<file path="src/rtl/sfp_seq_pkg.sv">
// Shared encodings for the SFP pass sequencer: pass operations and FSM states.
package sfp_seq_pkg;

  typedef enum logic [1:0] {
    ModePass    = 2'b00,
    ModeAcc     = 2'b01,
    ModeRelu    = 2'b10,
    ModeIllegal = 2'b11
  } mode_e;

  typedef enum logic [1:0] {
    StIdle = 2'b00,
    StRd   = 2'b01,
    StWr   = 2'b10,
    StFin  = 2'b11
  } state_e;

endpackage

</file>
<file path="src/rtl/sfp_seq_if.sv">
// Command, output-FIFO and PSUM-SRAM signals of the SFP pass sequencer.
interface sfp_seq_if #(
  parameter int unsigned psum_bw = 16,
  parameter int unsigned addr_bw = 11
) ();

  logic               start;
  logic [1:0]         mode;
  logic [addr_bw-1:0] base_addr;
  logic [addr_bw:0]   len;
  logic               ofifo_valid;
  logic [psum_bw-1:0] ofifo_in;
  logic [psum_bw-1:0] sram_q;
  logic               ofifo_rd;
  logic               sram_cen;
  logic               sram_wen;
  logic [addr_bw-1:0] sram_a;
  logic [psum_bw-1:0] sram_d;
  logic               busy;
  logic               done;
  logic               err;

  modport master (
    output start, mode, base_addr, len, ofifo_valid, ofifo_in, sram_q,
    input  ofifo_rd, sram_cen, sram_wen, sram_a, sram_d, busy, done, err
  );

  modport slave (
    input  start, mode, base_addr, len, ofifo_valid, ofifo_in, sram_q,
    output ofifo_rd, sram_cen, sram_wen, sram_a, sram_d, busy, done, err
  );

endinterface

</file>
<file path="src/rtl/sfp.sv">
// Special-function processor: passthrough of FIFO data, accumulate into the
// partial sum, or ReLU of the partial sum (two's complement).
module sfp #(
  parameter int unsigned psum_bw = 16
) (
  input  logic [psum_bw-1:0] psum_in,
  input  logic [psum_bw-1:0] ofifo_in,
  input  logic               accum,
  input  logic               passthrough,
  output logic [psum_bw-1:0] sfp_out
);

  always_comb begin
    sfp_out = psum_in;
    if (passthrough) begin
      sfp_out = ofifo_in;
    end else if (accum) begin
      sfp_out = psum_in + ofifo_in;
    end else if (psum_in[psum_bw-1]) begin
      sfp_out = '0;
    end
  end

endmodule

</file>
<file path="src/rtl/sfp_seq.sv">
// Sequences one SFP pass over a PSUM SRAM region: read, transform, write back.
// Optional SFP_SEQ_STALL_CNT_EN adds a saturating stalled-read-cycle counter.
module sfp_seq
  import sfp_seq_pkg::*;
#(
  parameter int unsigned psum_bw = 16,
  parameter int unsigned addr_bw = 11
) (
  input  logic        clk,
  input  logic        reset,
  sfp_seq_if.slave    bus
`ifdef SFP_SEQ_STALL_CNT_EN
  ,
  output logic [15:0] stall_cnt
`endif
);

  state_e             state_q;
  mode_e              mode_q;
  logic [addr_bw-1:0] addr_q;
  logic [addr_bw:0]   cnt_q;
  logic               err_q;
  logic               stall;
  logic               ofifo_rd, sram_cen, sram_wen;

  // PASS/ACC need a FIFO word for every element; RELU only reads the SRAM.
  assign stall = (state_q == StRd) && (mode_q != ModeRelu) && !bus.ofifo_valid;

  always_ff @(posedge clk) begin
    if (reset) begin
      state_q <= StIdle;
      mode_q  <= ModePass;
      addr_q  <= '0;
      cnt_q   <= '0;
      err_q   <= 1'b0;
    end else begin
      unique case (state_q)
        StIdle: begin
          if (bus.start) begin
            mode_q  <= mode_e'(bus.mode);
            addr_q  <= bus.base_addr;
            cnt_q   <= bus.len;
            err_q   <= (bus.mode == ModeIllegal);
            state_q <= (bus.len == '0 || bus.mode == ModeIllegal) ? StFin : StRd;
          end
        end
        StRd: begin
          if (!stall) state_q <= StWr;
        end
        StWr: begin
          addr_q  <= addr_q + addr_bw'(1);
          cnt_q   <= cnt_q - (addr_bw + 1)'(1);
          state_q <= (cnt_q > (addr_bw + 1)'(1)) ? StRd : StFin;
        end
        StFin: state_q <= StIdle;
        default: state_q <= StIdle;
      endcase
    end
  end

  // Strobes are masked during reset so an in-flight element is never written.
  always_comb begin
    ofifo_rd = 1'b0;
    sram_cen = 1'b1;
    sram_wen = 1'b1;
    if (!reset) begin
      unique case (state_q)
        StRd: begin
          if (!stall) begin
            sram_cen = 1'b0;
            ofifo_rd = (mode_q != ModeRelu);
          end
        end
        StWr: begin
          sram_cen = 1'b0;
          sram_wen = 1'b0;
        end
        default: ;
      endcase
    end
  end

  assign bus.ofifo_rd = ofifo_rd;
  assign bus.sram_cen = sram_cen;
  assign bus.sram_wen = sram_wen;
  assign bus.sram_a   = reset ? '0 : addr_q;
  assign bus.busy     = (state_q != StIdle);
  assign bus.done     = (state_q == StFin);
  assign bus.err      = err_q;

  sfp #(
    .psum_bw(psum_bw)
  ) u_sfp (
    .psum_in    (bus.sram_q),
    .ofifo_in   (bus.ofifo_in),
    .accum      (mode_q == ModeAcc),
    .passthrough(mode_q == ModePass),
    .sfp_out    (bus.sram_d)
  );

`ifdef SFP_SEQ_STALL_CNT_EN
  logic [15:0] stall_cnt_q;

  always_ff @(posedge clk) begin
    if (reset) begin
      stall_cnt_q <= '0;
    end else if (state_q == StIdle && bus.start) begin
      stall_cnt_q <= '0;
    end else if (stall && stall_cnt_q != 16'hFFFF) begin
      stall_cnt_q <= stall_cnt_q + 16'd1;
    end
  end

  assign stall_cnt = stall_cnt_q;
`endif

endmodule

</file>
<file path="src/flat_wrapper.sv">
// flat-port wrapper written by rule: the top's interface ports become plain ports
module sfp_seq_flat import sfp_seq_pkg::*;
#(
  parameter int unsigned psum_bw = 16,
  parameter int unsigned addr_bw = 11
)
  (clk, reset, bus_start, bus_mode, bus_base_addr, bus_len, bus_ofifo_valid, bus_ofifo_in, bus_sram_q, bus_ofifo_rd, bus_sram_cen, bus_sram_wen, bus_sram_a, bus_sram_d, bus_busy, bus_done, bus_err);
  sfp_seq_if #(.psum_bw(psum_bw), .addr_bw(addr_bw)) bus_i ();
  input  logic clk;
  input  logic reset;
  input wire logic [$bits(bus_i.start)-1:0] bus_start;
  input wire logic [$bits(bus_i.mode)-1:0] bus_mode;
  input wire logic [$bits(bus_i.base_addr)-1:0] bus_base_addr;
  input wire logic [$bits(bus_i.len)-1:0] bus_len;
  input wire logic [$bits(bus_i.ofifo_valid)-1:0] bus_ofifo_valid;
  input wire logic [$bits(bus_i.ofifo_in)-1:0] bus_ofifo_in;
  input wire logic [$bits(bus_i.sram_q)-1:0] bus_sram_q;
  output wire logic [$bits(bus_i.ofifo_rd)-1:0] bus_ofifo_rd;
  output wire logic [$bits(bus_i.sram_cen)-1:0] bus_sram_cen;
  output wire logic [$bits(bus_i.sram_wen)-1:0] bus_sram_wen;
  output wire logic [$bits(bus_i.sram_a)-1:0] bus_sram_a;
  output wire logic [$bits(bus_i.sram_d)-1:0] bus_sram_d;
  output wire logic [$bits(bus_i.busy)-1:0] bus_busy;
  output wire logic [$bits(bus_i.done)-1:0] bus_done;
  output wire logic [$bits(bus_i.err)-1:0] bus_err;
  assign bus_i.start = bus_start;
  assign bus_i.mode = bus_mode;
  assign bus_i.base_addr = bus_base_addr;
  assign bus_i.len = bus_len;
  assign bus_i.ofifo_valid = bus_ofifo_valid;
  assign bus_i.ofifo_in = bus_ofifo_in;
  assign bus_i.sram_q = bus_sram_q;
  assign bus_ofifo_rd = bus_i.ofifo_rd;
  assign bus_sram_cen = bus_i.sram_cen;
  assign bus_sram_wen = bus_i.sram_wen;
  assign bus_sram_a = bus_i.sram_a;
  assign bus_sram_d = bus_i.sram_d;
  assign bus_busy = bus_i.busy;
  assign bus_done = bus_i.done;
  assign bus_err = bus_i.err;
  sfp_seq #(.psum_bw(psum_bw), .addr_bw(addr_bw)) u_core (.clk(clk), .reset(reset), .bus(bus_i));
endmodule
</file>
<file path="config.mk">
export PLATFORM = sky130hd
export DESIGN_NAME = sfp_seq_flat
export DESIGN_NICKNAME = d
export VERILOG_FILES = /design/src/rtl/sfp_seq_pkg.sv /design/src/rtl/sfp_seq_if.sv /design/src/rtl/sfp.sv /design/src/rtl/sfp_seq.sv /design/src/flat_wrapper.sv
export SDC_FILE = /design/constraint.sdc
export NUM_CORES = 1
export LEC_CHECK = 0
export BUFFER_PORTS_ARGS = -buffer_cell sky130_fd_sc_hd__buf_4
export CAP_MARGIN = 5
export CORE_MARGIN = 2
export CORE_UTILIZATION = 50
export DETAILED_ROUTE_END_ITERATION = 12
export PLACE_DENSITY_LB_ADDON = 0.12
export SLEW_MARGIN = 20
export SYNTH_ARGS = -nofsm -noshare
export SYNTH_HDL_FRONTEND = slang
export SYNTH_SLANG_ARGS = --single-unit
</file>
<file path="constraint.sdc">
create_clock -name clk -period 3 [get_ports clk]
set_input_delay 0.15 -clock clk [delete_from_list [all_inputs] [get_ports clk]]
set_output_delay 0.15 -clock clk [all_outputs]
set_load 0.01 [all_outputs]
</file>
==> summary.txt, run 1 <==
Timing
  • Fmax: roughly 370 MHz
  • Fin. Hold Viols: 0
  • Max-slew violations: 0
  • Final Skew: around 1.6 ps
  • Final setup vio count: 0
  • Slew headroom: roughly half
  • Fin crit period: about 2700 ps
  • RSZ-0062 raised after global routing: false
  • Setup_tns: 0 ps
  • Slew @ Worst Pin: slightly above 700 ps
  • Final period util: between 90% and 100%

Pwr
  • Static Leakage: 1.531 nW
  • Max IR drop VDD: ~0.21 mV
  • PwrDens: 361.4 nW/um^2

CTS
  • Post-CTS Resized: 0
  • CTS Buffer Depth: 2
  • Post-CTS Hold Buffers: 0
  • H-Tree Depth: 1
  • CTS Buf Count: 3
  • CTS tree: built
  • Root buffer cell: clkbuf_8
  • Clock transition at path regs: roughly 90 ps
  • Clock Latency Late Sink: 270 ps
  • Setup Fix Bufs, Post-CTS: 0
  • Clock Sinks: 28

Layout
  • Area grow syn2layout: 28.63%
  • N_diodes: 0
  • Nets: 550
  • Share of post-route cells with drive strength above 1: 23.72%
  • Reg area: 560.5 um^2
  • Post-Layout Cell Count: between 500 and 600
  • Area taken by multi-input logic gates: approximately 2100 um^2
  • Commonest non-fill, non-tap cell in the layout: buf_4
  • Filler cell count in the final layout: roughly 450
  • Most frequent cells in the layout: buf_4 (98), nor2_1 (54), a21oi_1 (38)

Worst setup path
  • Worst path arrival time: 2580 ps
  • Reg2Reg Launch Point: u_core.cnt_q[4]
  • Crit Path Class: in -> out
  • FF-to-FF End: u_core.cnt_q[10]
  • Max FO, Critical Path: 4
  • Worst Reg2Reg Path Length in Cells: 5
  • Worst Path Required: ~2900 ps
  • Crit end category: output port
  • R2r setup slk: about 990 ps
  • Crit start category: input pin

GRT
  • GRT overflow: 0
  • Vias in the first global route: about 3,000
  • First-pass GRT wire length: ~13,000 um
  • Largest net degree at the start of global routing: 42
  • Initial antenna violation count: 0
  • Tot GR Track Use: about a quarter

Run status
  • Outcome: finished clean

Die
  • Core area: ~5200 um^2
  • DIE AREA: about 6100 um^2
  • Die Ht: a little under 80 um
  • Die X: 78.15 um
  • Cell Rows: 26
  • Starting Density: a little over half
  • Ports: 94

Yosys
  • Simple-gate share of the synthesized area: ~27%
  • Synthesized net count: about 470
  • XOR/XNOR Fraction of Synth Area: 3.823%
  • Seq/Total Area, Yosys: 20.39%
  • Mux cell area share after synthesis: under 10%
  • Synth Area per Inst: slightly above 7 um^2
  • Yosys top cell by area: dfxtp_1
  • Largest family of logic cells by synthesized area: compound AO/OA/AOI/OAI gates
  • Synth Warn #: 0
  • Synth Area in Adders: under 10%
  • Post-synth EDFFs: 0
  • Cell Area, Synth: between 2000 and 3000 um^2
  • Post-synth ARST share: 0%
  • Netlist cell types: between 60 and 70
  • Synth Area in Compound Gates: 33.18%
  • Flip-flop and latch count after synthesis: 28
  • Area share of the leading cell type in the synthesized netlist: between 20 and 25%
  • Ys flop type: dfxtp_1
  • Top post-synthesis cells by area: dfxtp_1 (20%), ha_1 (8.2%), nor2_1 (7.4%)
  • Cells after Synth: roughly 390

Routing
  • DRT Pass-1 Iters: 4
  • Residual DRC count: 0
  • Aggregate routed wire length: 7668 um
  • Vias per cell: roughly 6
  • Vias: between 3,000 and 4,000
  • Final ANT Viol Nets: 0
  • Drt first-iter violations: between 100 and 150
  • Routed WL per cell: around 14 um

Hold path
  • Hold path startpoint: bus_mode[0]
  • WHS Path Cells: 3
  • Hold Path End: u_core.mode_q[0]
  • HP Class: in -> reg

Placed design
  • Number of buffers added on ports: 93
  • Placer Congestion: approximately 0.9
  • Detailed placement HPWL: just under 6000 um
  • Placed cells: between 500 and 600

Run
  • Max-cap violation count: 0
==> flip-flops by register name (all words and copies together) (netlist names) <==
signal and flops:
u_core.addr_q 11, u_core.state_q 2, u_core.cnt_q 12, u_core.mode_q 2, u_core.bus.err 1
==> stage by stage <==
step | cell area [um^2] | util, % | power [mW] | setup WS, ps | hold slack (ps)
finish | 3536 | 67.93 | 1.278 | 268.7 | 145.5
global route | 3536 | 67.93 | 1.373 | 66.48 | 161.7
CTS | 3536 | 67.93 | 1.282 | 286.2 | 139.1
detailed placement | 3495 | 67.14 | 1.076 | 289.3 | 423.9
global placement | 3495 | 67.14 | 1.063 | 321.8 | 408.0
floorplan | 2749 | - | 0.8548 | 610.9 | 288.9
==> critical path, cell delays in order <==
cell      delay (ps)
buf_4            110
ha_1             230
fa_1             410
a21o_1           220
a311o_1          390
a211oi_1         430
nor4_1            80
or3_1            390
buf_4            150
==> synthesized netlist by cell type (3+ instances only) <==
| cell | instances |
|---|---|
| nor2_1 | 54 |
| a21oi_1 | 38 |
| o21ai_0 | 35 |
| dfxtp_1 | 28 |
| nand2_1 | 28 |
| ha_1 | 18 |
| clkbuf_1 | 17 |
| nor2b_1 | 14 |
| a211oi_1 | 13 |
| a22oi_1 | 10 |
| nor3_1 | 10 |
| xnor2_1 | 10 |
| a21o_1 | 7 |
| and3_1 | 7 |
| mux2i_1 | 7 |
| nand3_1 | 7 |
| inv_1 | 6 |
| nand2b_1 | 6 |
| nor4_1 | 6 |
| a31oi_1 | 4 |
| nand4_1 | 4 |
| o31ai_1 | 4 |
| a32oi_1 | 3 |
| and2_1 | 3 |
| o211ai_1 | 3 |
| or2_2 | 3 |
==> metal layers <==
| layer | track usage (%) | up-vias | share of wire [%] |
|---|---|---|---|
| met5 | 0 | - | 0 |
| met4 | 6.842 | 0 | 1.3 |
| met3 | 2.184 | 8 | 5.7 |
| met2 | 45.60 | 107 | 49 |
| met1 | 30.90 | 1446 | 44 |
| li1 | - | 1614 | - |
==> where the power goes <==
group / switching [mW] / internal, mW
logic: 0.313 / 0.296
clock network: 0.115 / 0.0901
registers: 0.0549 / 0.410
total: 0.483 / 0.795
==> worst max-delay path by stage <==
stage	from	to	slack, ps	depth (start not counted)
floorplan	bus_sram_q[0]	bus_sram_d[10]	610	8
global placement	bus_sram_q[0]	bus_sram_d[8]	320	9
detailed placement	bus_sram_q[0]	bus_sram_d[8]	290	9
CTS	bus_sram_q[0]	bus_sram_d[8]	290	9
global route	bus_sram_q[0]	bus_sram_d[12]	70	10
finish	bus_sram_q[0]	bus_sram_d[8]	270	9
==> area by class of cell <==
cell class,instances,share of cell area (%)
Multi-Input combinational cell,332,58.95
Sequential cell,28,15.85
Timing Repair Buffer,98,20.81
Tap cell,70,2.477
Inverter,7,0.7431
Clock buffer,3,1.168
==> cell families after synthesis <==
family / Yosys count
simple gates: 152
xor+xnor: 12
buf+inv: 27
fa+ha+maj: 19
mux: 8
flops: 28
compound gates: 141
No activity file was read; power rests on OpenSTA's default activity.
==> run 2: changes to the inputs <==
--- a/config.mk
+++ b/config.mk
@@ -5,11 +5,14 @@
 export SDC_FILE = /design/constraint.sdc
 export NUM_CORES = 1
 export LEC_CHECK = 0
+export ABC_AREA = 1
 export BUFFER_PORTS_ARGS = -buffer_cell sky130_fd_sc_hd__buf_4
 export CAP_MARGIN = 5
+export CORE_ASPECT_RATIO = 1.5
 export CORE_MARGIN = 2
 export CORE_UTILIZATION = 50
 export DETAILED_ROUTE_END_ITERATION = 12
+export MAX_ROUTING_LAYER = met4
 export PLACE_DENSITY_LB_ADDON = 0.12
 export SLEW_MARGIN = 20
 export SYNTH_ARGS = -nofsm -noshare
==> run 2 against run 1 <==
  * First-iteration DRC count grew 18%
  * Via count grew 12%
  * Synthesized area grew 10%
  * Worst setup slack gained 490 ps
  * Total power grew 21%
  * Sequential share of layout area shrank 1.1 points
  * Combinational power grew 26%
  * Clock power grew 47%
  * Non-clock buffer count shrank 3
  * Die area grew 10%
  * Synthesized cell count grew 35%
  * Register-to-register slack gained 210 ps
==> summary.txt, run 2 <==
Layout
  • Area taken by multi-input logic gates: approximately 2100 um^2
  • Top flop regs: u_core.cnt_q x12, u_core.addr_q x11
  • Most frequent cells in the layout: nand2_1 (144), buf_4 (95), inv_1 (72)
  • Post-layout utilization of the core: between 60% and 70%
  • Fin area: 3810 um^2
  • Commonest non-fill, non-tap cell in the layout: nand2_1
  • Filler cell count in the final layout: 589
  • Max reg flops: 12
  • Nets: 688
  • N_diodes: 0
  • Reg area: between 500 and 600 um^2
  • Area grow syn2layout: 25.67%
  • Share of post-route cells with drive strength above 1: 18.95%
  • Most flop-heavy register: u_core.cnt_q

Worst setup path
  • WP depth: 6
  • Worst Path Required: roughly 2900 ps
  • Crit Path Class: reg -> out
  • Worst Reg2Reg Path Length in Cells: 10
  • Worst path arrival time: 2090 ps
  • Critical-path top delay cell: dfxtp_1
  • Crit start category: register
  • CP bufs+invs: 3
  • R2r setup slk: ~1200 ps
  • Critical-path cell list: nor2_1, buf_4, inv_1, nor2_1, a31oi_1, buf_4
  • Crit end category: output port
  • Slowest stage delay, CP: 680 ps
  • Crit path max-delay family: buffers and inverters
  • Max FO, Critical Path: 16

Yosys
  • Ys flop type: dfxtp_1
  • Cell Area, Synth: between 3000 and 4000 um^2
  • Yosys top cell by area: dfxtp_1
  • Cells after Synth: 524
  • Synth Warn #: 0
  • Area share of the leading cell type in the synthesized netlist: between 10% and 20%
  • Count leader, synth: nand2_1
  • Flip-flop and latch count after synthesis: 28
  • Top post-synthesis cells by area: dfxtp_1 (18%), nand2_1 (18%), inv_1 (8.9%)
  • Netlist cell types: 39
  • Post-synth ARST share: 0%
  • Synthesized net count: a little over 600
  • Seq/Total Area, Yosys: 18.49%
  • Synth Area per Inst: around 5.8 um^2
  • Commonest cells in the netlist: nand2_1 (144), inv_1 (72), nor2_1 (70)
  • Post-synth EDFFs: 0

Timing
  • Setup WS post-layout: between 700 and 800 ps
  • Slew headroom: between 60 and 70%
  • RSZ-0062 raised after global routing: false
  • Setup_tns: 0 ps
  • Fmax: roughly 450 MHz
  • Slew @ Worst Pin: around 560 ps
  • Final Skew: just under 4 ps
  • Fin. Hold Viols: 0
  • Final period util: 74.65%
  • Final setup vio count: 0
  • Fin crit period: 2240 ps
  • Max-slew violations: 0

Die
  • Core area: 5828 um^2
  • Die Ht: 99.37 um
  • Cell Rows: 34
  • DIE AREA: 6715 um^2
  • Die X: slightly below 70 um
  • Starting Density: 52.02%
  • Ports: 94

Placed design
  • Placer Congestion: about 0.86
  • DP Area: approximately 3700 um^2
  • Detailed placement HPWL: 6739 um
  • Place WS: about 1100 ps
  • Number of buffers added on ports: 93

CTS
  • CTS Buf Count: 3
  • CTS tree: built
  • CTS Buffer Depth: 2
  • H-Tree Depth: 1
  • Post-CTS Hold Buffers: 0
  • Post-CTS Resized: 0
  • Clock Sinks: 28
  • Root buffer cell: clkbuf_8
  • Clock transition at path regs: 100 ps
  • Setup Fix Bufs, Post-CTS: 0
  • Clock Latency Late Sink: 280 ps

Pwr
  • Tot Pwr: 1.551 mW
  • PwrDens: between 400 and 500 nW/um^2
  • Max IR drop VDD: 0.4233 mV
  • Static Leakage: 1.929 nW

Routing
  • Residual DRC count: 0
  • Aggregate routed wire length: ~8500 um
  • DRT Pass-1 Iters: 4
  • Drt first-iter violations: 143
  • Routed WL per cell: 12.47 um
  • Final ANT Viol Nets: 0
  • Vias: 3,571
  • Vias per cell: approximately 5.3

GRT
  • First-pass GRT wire length: roughly 14,000 um
  • Largest net degree at the start of global routing: 31
  • Vias in the first global route: ~3,400
  • Initial antenna violation count: 0
  • GRT overflow: 0
  • Tot GR Track Use: 26.63%

Run
  • Max-cap violation count: 0

Hold path
  • WHS Path Cells: 3
  • HP Class: in -> reg

Run status
  • Outcome: finished clean
==> run 2: cells by family after synthesis <==
| logic type | Yosys count | synth area share (%) |
|---|---|---|
| AO/OA/AOI/OAI | 101 | 19.48 |
| buffers and inverters | 91 | 12.63 |
| XOR/XNOR | 10 | 2.889 |
| AND/OR/NAND/NOR | 275 | 38.42 |
| flip-flops | 28 | 18.49 |
| adder cells (fa/ha/maj) | 19 | 8.089 |
==> run 2: area by class of cell <==
type,count,share of cell area (%)
timing repair buffer,95,18.72
inverter,75,7.521
multi-input combinational,405,54.81
clock inverter,1,0.7882
clock buffer,3,1.084
tap,72,2.365
sequential,28,14.71
==> run 2: tightest hold or removal path, stage by stage <==
cell	delay, ps
buf_4	80
o211ai_1	80
nand2_1	60
==> run 2: path summary, 6_finish.rpt <==
path                            to              start
setup / recovery     bus_sram_d[4]   u_core.mode_q[1]
setup reg to reg  u_core.addr_q[9]  u_core.state_q[1]
hold / removal    u_core.addr_q[7]   bus_base_addr[7]
hold reg to reg    u_core.cnt_q[7]    u_core.cnt_q[7]
==> run 2: where the power goes <==
group          switching, mW  internal [mW]
registers             0.0586          0.421
logic                  0.447          0.322
clock network          0.123          0.179
total                  0.629          0.922
==> run 2: through the flow <==
stage / std cells / hold slack [ps]
after detailed placement: 675 / 410.5
after CTS: 679 / 113.9
after global routing: 679 / 106.5
after floorplan: 524 / 302.3
after global placement: 675 / 401.9
final: 679 / 114.9
==> run 2: metal layers <==
metal | routed length, um | track usage, % | share of wire (%) | vias up
li1 | - | - | - | 1872
met3 | 355 | 1.810 | 4.2 | 16
met2 | 4498 | 49.77 | 53 | 87
met4 | 185 | 7.849 | 2.2 | 0
met1 | 3425 | 28.88 | 40 | 1596
met5 | 0 | - | 0 | -
==> run 3: changes to the inputs <==
--- a/config.mk
+++ b/config.mk
@@ -5,12 +5,12 @@
 export SDC_FILE = /design/constraint.sdc
 export NUM_CORES = 1
 export LEC_CHECK = 0
-export ABC_AREA = 1
+export ABC_AREA = 0
 export BUFFER_PORTS_ARGS = -buffer_cell sky130_fd_sc_hd__buf_4
 export CAP_MARGIN = 5
 export CORE_ASPECT_RATIO = 1.5
 export CORE_MARGIN = 2
-export CORE_UTILIZATION = 50
+export CORE_UTILIZATION = 46
 export DETAILED_ROUTE_END_ITERATION = 12
 export MAX_ROUTING_LAYER = met4
 export PLACE_DENSITY_LB_ADDON = 0.12
==> constraint.sdc (replaced) <==
create_clock -name clk -period 1.94 [get_ports clk]
set_input_delay 0.097 -clock clk [delete_from_list [all_inputs] [get_ports clk]]
set_output_delay 0.097 -clock clk [all_outputs]
set_load 0.01 [all_outputs]
==> run 3 against run 2 <==
  * The run now ends with setup timing left
  * Cell area is 2.4% higher
  * Highest routed layer unchanged
  * Critical path depth is 4 higher
  * Non-clock buffer count is 32 higher
  * Largest cell class unchanged
  * Sequential power is 46% higher
  * Die area is 1.4% lower
  * Largest power group unchanged
==> summary.txt, run 3 (same netlist as run 1, synthesis figures left out) <==
Run status
  • Outcome: finished, violations left
  • Failing checks: setup timing

Timing
  • Final period util: 116.9%
  • Max-slew violations: 0
  • Final Skew: about 2.5 ps
  • Setup_tns: -1277 ps
  • Slew @ Worst Pin: ~510 ps
  • Slew headroom: between 60 and 70%
  • Hold slack: about 76 ps
  • Fmax: 440.8 MHz
  • Setup WS post-layout: -328.6 ps
  • Fin crit period: between 2000 and 2500 ps
  • RSZ-0062 raised after global routing: true
  • Final setup vio count: 7
  • Fin. Hold Viols: 0

GRT
  • Initial antenna violation count: 0
  • Vias in the first global route: between 3,000 and 4,000
  • GRT overflow: 0
  • Tot GR Track Use: between 20% and 30%
  • First-pass GRT wire length: about 13,000 um
  • Largest net degree at the start of global routing: 42

Die
  • Die X: around 67 um
  • Die Ht: around 99 um
  • Cell Rows: 34
  • Ports: 94
  • Core area: slightly below 6000 um^2
  • Starting Density: between 40% and 50%
  • DIE AREA: around 6600 um^2

Routing
  • Met2 wire len: between 4000 and 5000 um
  • Highest routed layer: met4
  • Drt first-iter violations: approximately 150
  • Aggregate routed wire length: roughly 8400 um
  • DRT Pass-1 Iters: 4
  • Residual DRC count: 0
  • Met3 routed WL: around 420 um
  • Final ANT Viol Nets: 0
  • Routed WL per cell: 14.81 um
  • M1 wire length: approximately 3400 um
  • Vias: roughly 3,300
  • Vias per cell: ~5.8

Layout
  • N_diodes: 0
  • Top flop regs: u_core.cnt_q x12, u_core.addr_q x11
  • Post-layout utilization of the core: a little under 70%
  • Area grow syn2layout: 41.88%
  • Commonest non-fill, non-tap cell in the layout: buf_4
  • Nets: 579
  • Most frequent cells in the layout: buf_4 (121), nor2_1 (54), a21oi_1 (38)
  • Share of post-route cells with drive strength above 1: roughly 30%
  • Most flop-heavy register: u_core.cnt_q
  • Max reg flops: 12

Hold path
  • HP Class: in -> reg
  • Hold path startpoint: bus_mode[1]

CTS
  • Clock transition at path regs: 100 ps
  • Post-CTS Hold Buffers: 0
  • Clock Sinks: 28
  • CTS tree: built
  • Root buffer cell: clkbuf_8
  • CTS Buf Count: 3
  • Clock Latency Late Sink: about 270 ps
  • H-Tree Depth: 1
  • CTS Buffer Depth: 2

Worst setup path
  • Crit Path Class: in -> out
  • R2r setup slk: roughly 100 ps
  • Crit path from: bus_ofifo_in[0]
  • Worst Path Required: roughly 1800 ps
  • Crit end category: output port
  • Reg2Reg Launch Point: u_core.cnt_q[0]
  • Worst Reg2Reg Path Length in Cells: 7
  • FF-to-FF End: u_core.cnt_q[6]
  • Crit start category: input pin
  • Worst path arrival time: approximately 2200 ps
  • CP endpoint: bus_sram_d[8]
  • Max FO, Critical Path: 4

Run
  • Max-cap violation count: 0

Pwr
  • Tot Pwr: roughly 2.1 mW
  • Static Leakage: 1.705 nW
  • Max IR drop VDD: 0.4549 mV
  • PwrDens: 546.9 nW/um^2

Placed design
  • Detailed placement HPWL: approximately 6200 um
  • Place WS: -396.8 ps
  • Placer Congestion: between 0.8 and 0.9
  • Number of buffers added on ports: 93
## run 3: how the worst min path moves through the flow
stage / cells past startpoint / slack, ps / to
after floorplan: 2 / 240 / u_core.mode_q[1]
after detailed placement: 3 / 360 / u_core.mode_q[1]
after CTS: 3 / 70 / u_core.mode_q[1]
final: 3 / 80 / u_core.mode_q[1]
after global placement: 3 / 340 / u_core.mode_q[1]
after global routing: 3 / 70 / u_core.mode_q[1]
## run 3: power breakdown
part	internal, mW	switching (mW)
clock network	0.140	0.185
logic	0.554	0.551
registers	0.634	0.0681
total	1.33	0.805
## run 3: critical path, cell delays in order
cell	delay, ps
buf_8	100
ha_4	150
fa_2	340
a21o_1	210
a311o_1	350
a211oi_4	360
buf_4	170
o2111a_1	170
or3_1	120
buf_6	100
## run 3: per-layer routing
layer | up-vias | GRT usage, %
met4 | 0 | 8.477
met1 | 1529 | 27.01
li1 | 1662 | -
met2 | 102 | 46.61
met3 | 10 | 1.370
met5 | - | -
## run 3: through the flow
step                std cells  instance area, um^2
floorplan                 387                 2769
global placement          560                 3702
finish                    569                 3900
detailed placement        560                 3702
CTS                       566                 3795
global route              569                 3900
## run 3: cell type report
cell class	instances	area, um^2
multi-input cells	332	2192
repair buffers	127	988.4
inverters	7	26.28
well taps	72	90.09
fillers	533	1886
flip-flops and latches	28	561.8
clock buffers	3	41.29
## run 3: timing repair
action | in CTS | in global routing
pin swaps | 13 | 14
setup buffers | 3 | 5
resized for setup | 7 | 15
endpoints found under the setup margin | 8 | 12
